--- src/rtl/array_heap_arbiter.sv ---
// array_heap_arbiter
//   Shared array-heap manager for generated programs. Owns the element heap,
//   the per-array size table and the stack of freed array ids. Two requesters
//   issue array commands; they are arbitrated round-robin and executed one at
//   a time through an IDLE -> EXEC -> RESP sequence. Each array owns a fixed
//   area of NArea elements starting at heap address array*NArea.
//
// Ports
//   clock       single clock, all state changes on posedge
//   reset       synchronous, active-high; abandons any command in flight
//   req_valid   [1:0] per-requester command valid
//   req_ready   [1:0] per-requester accept, combinational, IDLE only, one-hot
//   req_op      [5:0] op per requester, bits [3r+2:3r]
//               0 ALLOC 1 FREE 2 PUSH 3 POP 4 SIZE 5 READ 6 WRITE 7 reserved
//   req_array   array id per requester
//   req_index   element index per requester (READ/WRITE)
//   req_data    write/push data per requester
//   resp_valid  one-cycle pulse in RESP
//   resp_id     requester the response belongs to (held outside RESP)
//   resp_data   result word (held outside RESP)
//   resp_error  command rejected, no state changed (held outside RESP)
//   busy        FSM not IDLE
module array_heap_arbiter #(
   parameter int MemoryElementWidth = 12,
   parameter int NArrays            = 8,
   parameter int NArea              = 4
) (
   input  logic                            clock,
   input  logic                            reset,
   input  logic [1:0]                      req_valid,
   output logic [1:0]                      req_ready,
   input  logic [5:0]                      req_op,
   input  logic [2*MemoryElementWidth-1:0] req_array,
   input  logic [2*MemoryElementWidth-1:0] req_index,
   input  logic [2*MemoryElementWidth-1:0] req_data,
   output logic                            resp_valid,
   output logic                            resp_id,
   output logic [MemoryElementWidth-1:0]   resp_data,
   output logic                            resp_error,
   output logic                            busy
);

   localparam int W  = MemoryElementWidth;
   localparam int HD = NArrays * NArea;
   localparam int AW = (HD > 1) ? $clog2(HD) : 1;
   localparam int IW = (NArrays > 1) ? $clog2(NArrays) : 1;
   localparam int CW = $clog2(NArrays + 1);

   localparam logic [2:0] OP_ALLOC = 3'd0;
   localparam logic [2:0] OP_FREE  = 3'd1;
   localparam logic [2:0] OP_PUSH  = 3'd2;
   localparam logic [2:0] OP_POP   = 3'd3;
   localparam logic [2:0] OP_SIZE  = 3'd4;
   localparam logic [2:0] OP_READ  = 3'd5;
   localparam logic [2:0] OP_WRITE = 3'd6;
   localparam logic [2:0] OP_RSVD  = 3'd7;

   typedef enum logic [1:0] {S_IDLE, S_EXEC, S_RESP} state_t;

   state_t         state, state_nxt;
   logic           rr;
   logic           grant;
   logic           accept;

   // command latched at the handshake, consumed in EXEC
   logic [2:0]     op_p1;
   logic [W-1:0]   arr_p1;
   logic [W-1:0]   idx_p1;
   logic [W-1:0]   dat_p1;
   logic           id_p1;

   logic [CW-1:0]  allocs;
   logic [CW-1:0]  top;
   logic [IW-1:0]  stack [NArrays];
   logic [W-1:0]   sizes [NArrays];
   logic [W-1:0]   heap  [HD];

   // EXEC decode results
   logic           ex_err;
   logic [W-1:0]   ex_data;
   logic           heap_we;
   logic [AW-1:0]  heap_wa;
   logic           size_we;
   logic [IW-1:0]  size_wa;
   logic [W-1:0]   size_wd;
   logic           alloc_inc;
   logic           stk_push;
   logic           stk_pop;
   logic [IW-1:0]  aidx;
   logic [W-1:0]   cur_size;
   logic [31:0]    arr_ext;
   logic [31:0]    idx_ext;
   logic [31:0]    cur_ext;
   logic [31:0]    base;

   // Arbitration: the round-robin favourite wins if it is asking, otherwise
   // the other requester. Ready is withheld during reset so nothing is
   // accepted while the state is being cleared.
   always_comb begin
      grant      = req_valid[rr] ? rr : ~rr;
      accept     = (state == S_IDLE) && !reset && req_valid[grant];
      req_ready  = {accept && grant, accept && !grant};
      busy       = (state != S_IDLE);
      resp_valid = (state == S_RESP);
   end

   always_comb begin
      state_nxt = state;
      case (state)
         S_IDLE:  if (accept) state_nxt = S_EXEC;
         S_EXEC:  state_nxt = S_RESP;
         S_RESP:  state_nxt = S_IDLE;
         default: state_nxt = S_IDLE;
      endcase
   end

   // Command execution. Bounds are compared at 32-bit width so that an
   // out-of-range id or index can never alias into a valid slot; the table
   // index aidx is only used once arr_p1 < allocs has been established.
   always_comb begin
      arr_ext   = 32'(arr_p1);
      idx_ext   = 32'(idx_p1);
      aidx      = arr_p1[IW-1:0];
      cur_size  = sizes[aidx];
      cur_ext   = 32'(cur_size);
      base      = arr_ext * 32'(NArea);
      ex_err    = 1'b0;
      ex_data   = '0;
      heap_we   = 1'b0;
      heap_wa   = AW'(base + cur_ext);
      size_we   = 1'b0;
      size_wa   = aidx;
      size_wd   = '0;
      alloc_inc = 1'b0;
      stk_push  = 1'b0;
      stk_pop   = 1'b0;
      if (op_p1 == OP_ALLOC) begin
         if (top != '0) begin
            stk_pop = 1'b1;
            size_we = 1'b1;
            size_wa = stack[IW'(top - CW'(1))];
            ex_data = W'(stack[IW'(top - CW'(1))]);
         end else if (32'(allocs) < 32'(NArrays)) begin
            alloc_inc = 1'b1;
            size_we   = 1'b1;
            size_wa   = IW'(allocs);
            ex_data   = W'(allocs);
         end else begin
            ex_err = 1'b1;
         end
      end else if (op_p1 == OP_RSVD || arr_ext >= 32'(allocs)) begin
         ex_err = 1'b1;
      end else begin
         case (op_p1)
            OP_FREE: begin
               if (32'(top) >= 32'(NArrays)) ex_err = 1'b1;
               else begin
                  stk_push = 1'b1;
                  size_we  = 1'b1;
               end
            end
            OP_PUSH: begin
               if (cur_ext >= 32'(NArea)) ex_err = 1'b1;
               else begin
                  heap_we = 1'b1;
                  size_we = 1'b1;
                  size_wd = cur_size + W'(1);
                  ex_data = cur_size + W'(1);
               end
            end
            OP_POP: begin
               if (cur_size == '0) ex_err = 1'b1;
               else begin
                  size_we = 1'b1;
                  size_wd = cur_size - W'(1);
                  ex_data = heap[AW'(base + cur_ext - 32'd1)];
               end
            end
            OP_SIZE: ex_data = cur_size;
            OP_READ: begin
               if (idx_ext >= cur_ext) ex_err = 1'b1;
               else ex_data = heap[AW'(base + idx_ext)];
            end
            OP_WRITE: begin
               if (idx_ext >= 32'(NArea)) ex_err = 1'b1;
               else begin
                  heap_we = 1'b1;
                  heap_wa = AW'(base + idx_ext);
                  size_we = 1'b1;
                  size_wd = (idx_ext >= cur_ext) ? idx_p1 + W'(1) : cur_size;
               end
            end
            default: ex_err = 1'b1;
         endcase
      end
   end

   // Control state, size table and response registers
   always_ff @(posedge clock) begin
      if (reset) begin
         state      <= S_IDLE;
         rr         <= 1'b0;
         allocs     <= '0;
         top        <= '0;
         resp_id    <= 1'b0;
         resp_data  <= '0;
         resp_error <= 1'b0;
         for (int i = 0; i < NArrays; i++) sizes[i] <= '0;
      end else begin
         state <= state_nxt;
         // EXEC -> RESP boundary: commit the result and any state change
         if (state == S_EXEC) begin
            resp_id    <= id_p1;
            resp_error <= ex_err;
            resp_data  <= ex_err ? '0 : ex_data;
            if (alloc_inc) allocs <= allocs + CW'(1);
            if (stk_push)  top    <= top + CW'(1);
            if (stk_pop)   top    <= top - CW'(1);
            if (size_we)   sizes[size_wa] <= size_wd;
         end
         if (state == S_RESP) rr <= ~id_p1;
      end
   end

   // IDLE -> EXEC boundary: capture the granted command; heap and stack
   // storage are not cleared by reset but are never written during it.
   always_ff @(posedge clock) begin
      if (accept) begin
         id_p1  <= grant;
         op_p1  <= grant ? req_op[5:3]          : req_op[2:0];
         arr_p1 <= grant ? req_array[2*W-1:W]   : req_array[W-1:0];
         idx_p1 <= grant ? req_index[2*W-1:W]   : req_index[W-1:0];
         dat_p1 <= grant ? req_data[2*W-1:W]    : req_data[W-1:0];
      end
      if (state == S_EXEC && !reset) begin
         if (heap_we)  heap[heap_wa]     <= dat_p1;
         if (stk_push) stack[IW'(top)]   <= aidx;
      end
   end

endmodule
--- config.mk ---
export PLATFORM = sky130hd
export DESIGN_NAME = array_heap_arbiter
export DESIGN_NICKNAME = d
export VERILOG_FILES = /design/src/rtl/array_heap_arbiter.sv
export SDC_FILE = /design/constraint.sdc
export NUM_CORES = 1
export LEC_CHECK = 0
export BUFFER_PORTS_ARGS = -buffer_cell sky130_fd_sc_hd__buf_2
export CORE_ASPECT_RATIO = 1.5
export CORE_MARGIN = 3
export CORE_UTILIZATION = 53
export CTS_BUF_LIST = sky130_fd_sc_hd__clkbuf_16
export DETAILED_ROUTE_END_ITERATION = 8
export PLACE_DENSITY = 0.81
export SLEW_MARGIN = 30
export SYNTH_ARGS = -nofsm -noshare
export SYNTH_HDL_FRONTEND = slang
export SYNTH_SLANG_ARGS = --single-unit
--- constraint.sdc ---
create_clock -name clock -period 13.48 [get_ports clock]
set_input_delay 2.022 -clock clock [delete_from_list [all_inputs] [get_ports clock]]
set_output_delay 2.022 -clock clock [all_outputs]
set_load 0.005 [all_outputs]
# Word-level counts from Yosys, hierarchy flattened

Memory sizes are Yosys's and may differ from the RTL's. A register that Yosys moved wholly into a read port is not among the register bits.
Index checks and enable logic that the tools add are counted.

Word-level logic and storage cells: 141
Output and inout bits: 18
Memories: 3
Memory bits (writable): 504
Register bits after elaboration: 65
Input port bits: 82

$lt $le $gt $ge: 8
$add $sub $neg: 9
Muxes and demuxes: 80
Reduce and logical (&&, ||, !) cells: 17
Equality and inequality tests: 10
Bitwise gates (word level): 2

Memories:

| memory | depth | width | rd ports | clocked after memory_dff | write ports | line | source |
|---|---|---|---|---|---|---|---|
| heap   | 32    | 12    | 2        | 0                        | 1           | 76   | `logic [W-1:0] heap [HD];` |
| sizes  | 8     | 12    | 1        | 1                        | 8           | 75   | `logic [W-1:0] sizes [NArrays];` |
| stack  | 8     | 3     | 1        | 0                        | 1           | 74   | `logic [IW-1:0] stack [NArrays];` |

Operators by type and width:

| operator                                                                     | count |
|---|---|
| 12-bit 2-to-1 mux                                                            | 15 |
| 12-bit one-hot mux with 4 select lines                                       | 1 |
| 1-bit 2-to-1 mux                                                             | 44 |
| 12-bit one-hot mux with 3 select lines                                       | 1 |
| 12-bit by 1-bit adder with 12-bit output, second input constant              | 2 |
| 12-bit by 3-bit >= comparator with 1-bit output, second input constant       | 2 |
| 5-bit 2-to-1 mux                                                             | 4 |
| 3-bit 2-to-1 mux                                                             | 6 |
| 4-bit 2-to-1 mux                                                             | 4 |
| 3-bit == test, second input constant                                         | 4 |
| 12-bit >= comparator                                                         | 1 |
| 12-bit by 4-bit >= comparator with 1-bit output                              | 1 |
| 12-bit zero test                                                             | 1 |
| 12-bit OR reduction                                                          | 1 |
| 12-bit by 1-bit subtractor with 12-bit output, second input constant         | 1 |
| 5-bit adder                                                                  | 2 |
| 4-bit by 1-bit adder with 4-bit output, second input constant                | 2 |
| 3-bit by 2-bit == test with 1-bit output, second input constant              | 2 |
| 1-bit one-hot mux with 6 select lines                                        | 1 |
| 1-bit logical AND                                                            | 5 |
| 5-bit by 1-bit subtractor with 5-bit output, second input constant           | 1 |
| 4-bit >= comparator, second input constant                                   | 1 |
| 1-bit by 2-bit less-than comparator with 1-bit output, second input constant | 2 |
| 4-bit less-than comparator, second input constant                            | 1 |
| other kinds (17)                                                             | 21 |

# Depth between registers and ports, before layout

Depth in word-level cells: 11
Gate-level depth with buffers: 20

# Worst setup path after synthesis

OpenSTA, ideal clock, no wires.

Path type: input to output
Start: input port reset
End: output port req_ready[0]
Buffers on the path: 1
Stages: 3
Arrival: 5.614 ns
Setup slack: 5.844 ns
Path through: clkbuf_1 nor3_1 and2_1

Word-level cells in the longest chain between the ends: 4

RTL lines:

| element                         | line | source |
|---|---|---|
| from (decl)                     | 29   | `input logic reset,` |
| 1-bit zero test                 | 101  | `accept = (state == S_IDLE) && !reset && req_valid[grant];` |
| 1-bit logical AND (2 in series) | 101  |  |
| net accept                      | 63   | `logic accept;` |
| 1-bit logical AND               | 102  | `req_ready = {accept && grant, accept && !grant};` |
| to (decl)                       | 31   | `output logic [1:0] req_ready,` |

The timed path passes the listed nets, and every way through them passes these cells.

# Worst setup path in the final report

Start: input port reset
End: output port req_ready[1]

The elaborated chain is that of the path after synthesis.

==> results.md <==
STA:
- Setup repair after global routing left no endpoint under its margin.
- Headroom to the max-slew limit came out at 0.390.
- Setup slack on the critical path of the routed design comes to 7980 ps.
- For the pin with the worst max-slew slack, the measured transition is 914 ps.
- The smallest clock period supported by the final layout is computed as 5500 ps.
- The final hold violation count is 0.
- The count of pins over their slew limit is 0.
- The final cycle utilization of the critical path is 0.408.
- The setup TNS is 0 ps.
- Based on the critical path, the design can be clocked at up to 182 MHz.
- The worst clock skew is 38.2 ps.
- The final count of negative-setup-slack endpoints is 0.

Critical path:
- Among cell families on the critical path, the largest total delay comes from buffers and inverters.
- The delay contributed by the slowest stage of the critical path is 520 ps.
- The signal arrival time at the worst endpoint is 3480 ps.
- The dominant cell type by count on the critical path is buf_2.
- The highest fanout seen on the critical path is 46.
- The required time of the critical path is 11,460 ps.
- The worst setup path is launched from an input port.
- The setup path with the least slack is of type input port to output port.
- The critical path endpoint category is an output port.
- Among all stages on the critical path, the largest delay is contributed by buf_4.
- Walking the worst path, the cells encountered are buf_2, nor3_2, buf_4, nor2b_1, buf_2.
- The critical path contains buffers and inverters numbering 3 combined.

Die:
- In this run the standard cell core region covers 51,100 µm².
- The floorplan step defined a die boundary enclosing 55,000 µm².
- The die outline width is 192 µm.
- Measured along the y axis, the die boundary spans 286 µm.
- 100 I/O pins were placed.
- The starting density of the core is 0.542.
- The count of standard-cell rows is 101.

Pwr:
- The peak supply drop is 0.000105 V.
- The register share of total power is 0.448.
- Of the total power, the clock network draws 0.309.
- The power density normalized to cell area is 146 nW/µm².
- The internal portion of total power is 3.12 mW.
- Of the total power, combinational logic draws 0.243.
- The reported leakage power is 10.1 nW.
- The analysis attributes to net switching a power of 1.33 mW.
- Of the total power, the share spent switching nets is 0.300.

Routing:
- For this run, design rule violations remaining after detail routing come to 0.
- The total detailed-routing wirelength is 74,700 µm.
- The number of DRC markers after the initial detailed-route iteration is 2,113.
- The total via count after detailed routing is 17,200.
- The number of optimization iterations in the first detailed-route pass is 5.
- The per-cell routed wire length is 29.2 µm.
- In the routed layout, each cell is associated on average with a via count of 6.71.
- The antenna violation net count after detailed routing is 0.

Global routing:
- The overall track demand over capacity in global routing is 0.276.
- The overall overflow remaining after global route is 0.
- The pin count of the biggest net entering global routing is 102.
- The first global-routing pass estimated 112,000 µm of wire.
- The number of global-route vias before repair came to 17,200.
- The initial antenna violation count is 1.

Logic synthesis:
- The number of enable-type register cells in the synthesized netlist is 544.
- When the netlist entered floorplanning its net count stood at 1,885.
- The post-synthesis sequential area ratio is 0.611.
- The number of warnings printed during yosys synthesis is 0.
- The primary flip-flop cell chosen by synthesis mapping is edfxtp_1.
- The cell taking the most area after synthesis is edfxtp_1.
- Of the post-synthesis cell area, the dominant cell type holds 0.591.
- After synthesis, the cell types taking the most area are edfxtp_1 59%, mux4_2 19%, nand2_1 3.4%, nor2_1 2.5%, mux2i_1 2.2%.
- The cell area that synthesis handed to floorplanning was 27,600 µm².
- Synthesis produced 1,775 cells.
- The average instance area after synthesis is 15.6 µm².
- Synthesis inferred 572 register bits.
- In the synthesized netlist the async set-or-reset flop fraction comes to 0.
- Yosys mapped the design onto 76 distinct sky130hd cell types.

Final layout:
- The number of antenna diodes in the final layout is 0.
- In the layout the commonest cells are 544 x edfxtp_1, 252 x nand2_1, 228 x mux4_2.
- The most common cell after layout, fill and taps aside is edfxtp_1.
- The net count of the finished layout is 1,963.
- The area growth from synthesis to layout is 10.3%.
- In the final layout, the share of cells above drive strength 1 is 0.269.
- The filler cell count in the final layout is 3,725.

Placement:
- The count of input and output buffers is 99.
- Prior to clock tree synthesis, the placed netlist has a worst setup slack of 7990 ps.
- The HPWL after detailed placement is 51,200 µm.
- Routability-driven placement finished with a final weighted congestion of 0.934.

CTS:
- The number of clock sinks seen by CTS is 572.
- The number of hold buffers added after cts is 0.
- In this run, post-CTS repair resized a total of 0 instances.
- At the later pin of the worst-skew pair, clock insertion delay measures 600 ps.
- The number of clock buffers inserted by TritonCTS is 49.
- The H-tree generated during clock tree synthesis spans 2 levels.
- The number of buffers between clock root and the deepest sink is 3.
- The TritonCTS clock tree is yes.
- In this run the clock root is driven by a clkbuf_16.
- The count of buffers added by post-CTS timing repair for setup is 0.
- After clock tree synthesis, the clock-pin slew on the worst setup and hold paths is 60 ps.

Min path:
- The worst hold path belongs to the class flip-flop to flip-flop.

Outcome:
- The run finished with clean final reports.

Job:
- Max-cap violations in this run came to 0.
[stage by stage]
stage          total power, mW   util  hold WS [ps]  instances  cell area, µm²
4_1_cts                   4.44  0.596           459       2558           30400
3_5_place_dp              3.09  0.566           449       2469           28900
6_report                  4.45  0.597           454       2560           30500
3_3_place_gp              3.05  0.563           444       2460           28700
2_1_floorplan             2.75      -           431       1775           27600
5_1_grt                   4.58  0.597           494       2560           30500
[logic make-up after synthesis]
group | synth area share
buffers and inverters | 0.0234
adders and majority gates | 0.0132
xor gates and xnor gates | 0.00765
AOI/OAI and AO/OA | 0.0374
and+or+nand+nor | 0.0897
DFF | 0.611
muxes | 0.218
[tightest hold or removal path: stages (launching register included)]
cell and delay (ps):
dfxtp_1 310, inv_1 50, a211oi_1 50
[registers in the layout (all words and copies together) (netlist names), 2 cells and up, named ones only]
name and flops:
heap 384, sizes 96, stack 24, arr_p1 12
dat_p1 12, idx_p1 12, resp_data 12, allocs 4
top 4, op_p1 3, state 2
[area by class of cell]
class                   instances  area (µm²)  area share
repair buffers                141         907      0.0297
clock inverters                39         288     0.00944
flip-flops and latches        572       16900       0.554
well taps                     669         837      0.0274
multi-input cells            1071       10200       0.336
inverters                      18        72.6     0.00238
clock buffers                  50        1250      0.0410
[final timing paths]
check        startpoint           end  slack [ps]  depth (start not counted)
max reg2reg   flip-flop  resp_data[2]        8170                         13
min          resp_error    resp_error         450                          2
max               reset  req_ready[1]        7980                          5
min reg2reg  resp_error    resp_error         450                          2
[power by group through the flow]
stage / sequential, mW / combinational [mW] / clock [mW]
2_1_floorplan: 2.03 / 0.720 / 0
3_3_place_gp: 2.04 / 1.01 / 0
3_5_place_dp: 2.04 / 1.05 / 0
4_1_cts: 2.00 / 1.06 / 1.38
5_1_grt: 2.00 / 1.13 / 1.45
6_report: 2.00 / 1.08 / 1.37
[per-layer routing]
metal,vias up,GRT usage,wire (µm)
li1,7144,-,-
met1,8706,0.351,25700
met2,1106,0.460,37600
met3,223,0.0446,6850
met4,2,0.137,4490
met5,-,0,7
[cells in the mapped netlist, drive strengths merged (3+ instances only)]
library cell,count
a211oi,9
ha,26
a221oi,13
mux2i,70
nand2,253
nor4,3
nand3,56
edfxtp,544
o221ai,13
and3,6
nor2,182
a21o,4
mux4,228
and2,4
xnor2,12
a31oi,4
a32oi,3
buf,51
or3,3
nand4,15
mux2,6
or2,3
nand3b,5
a22oi,8
o31ai,4
o22ai,5
xor2,10
inv,17
dfxtp,28
a21oi,28
nor2b,9
o21ai,31
nor3,13
nand2b,15
clkbuf,63
a41oi,8
No activity file was read; power rests on OpenSTA's default activity.
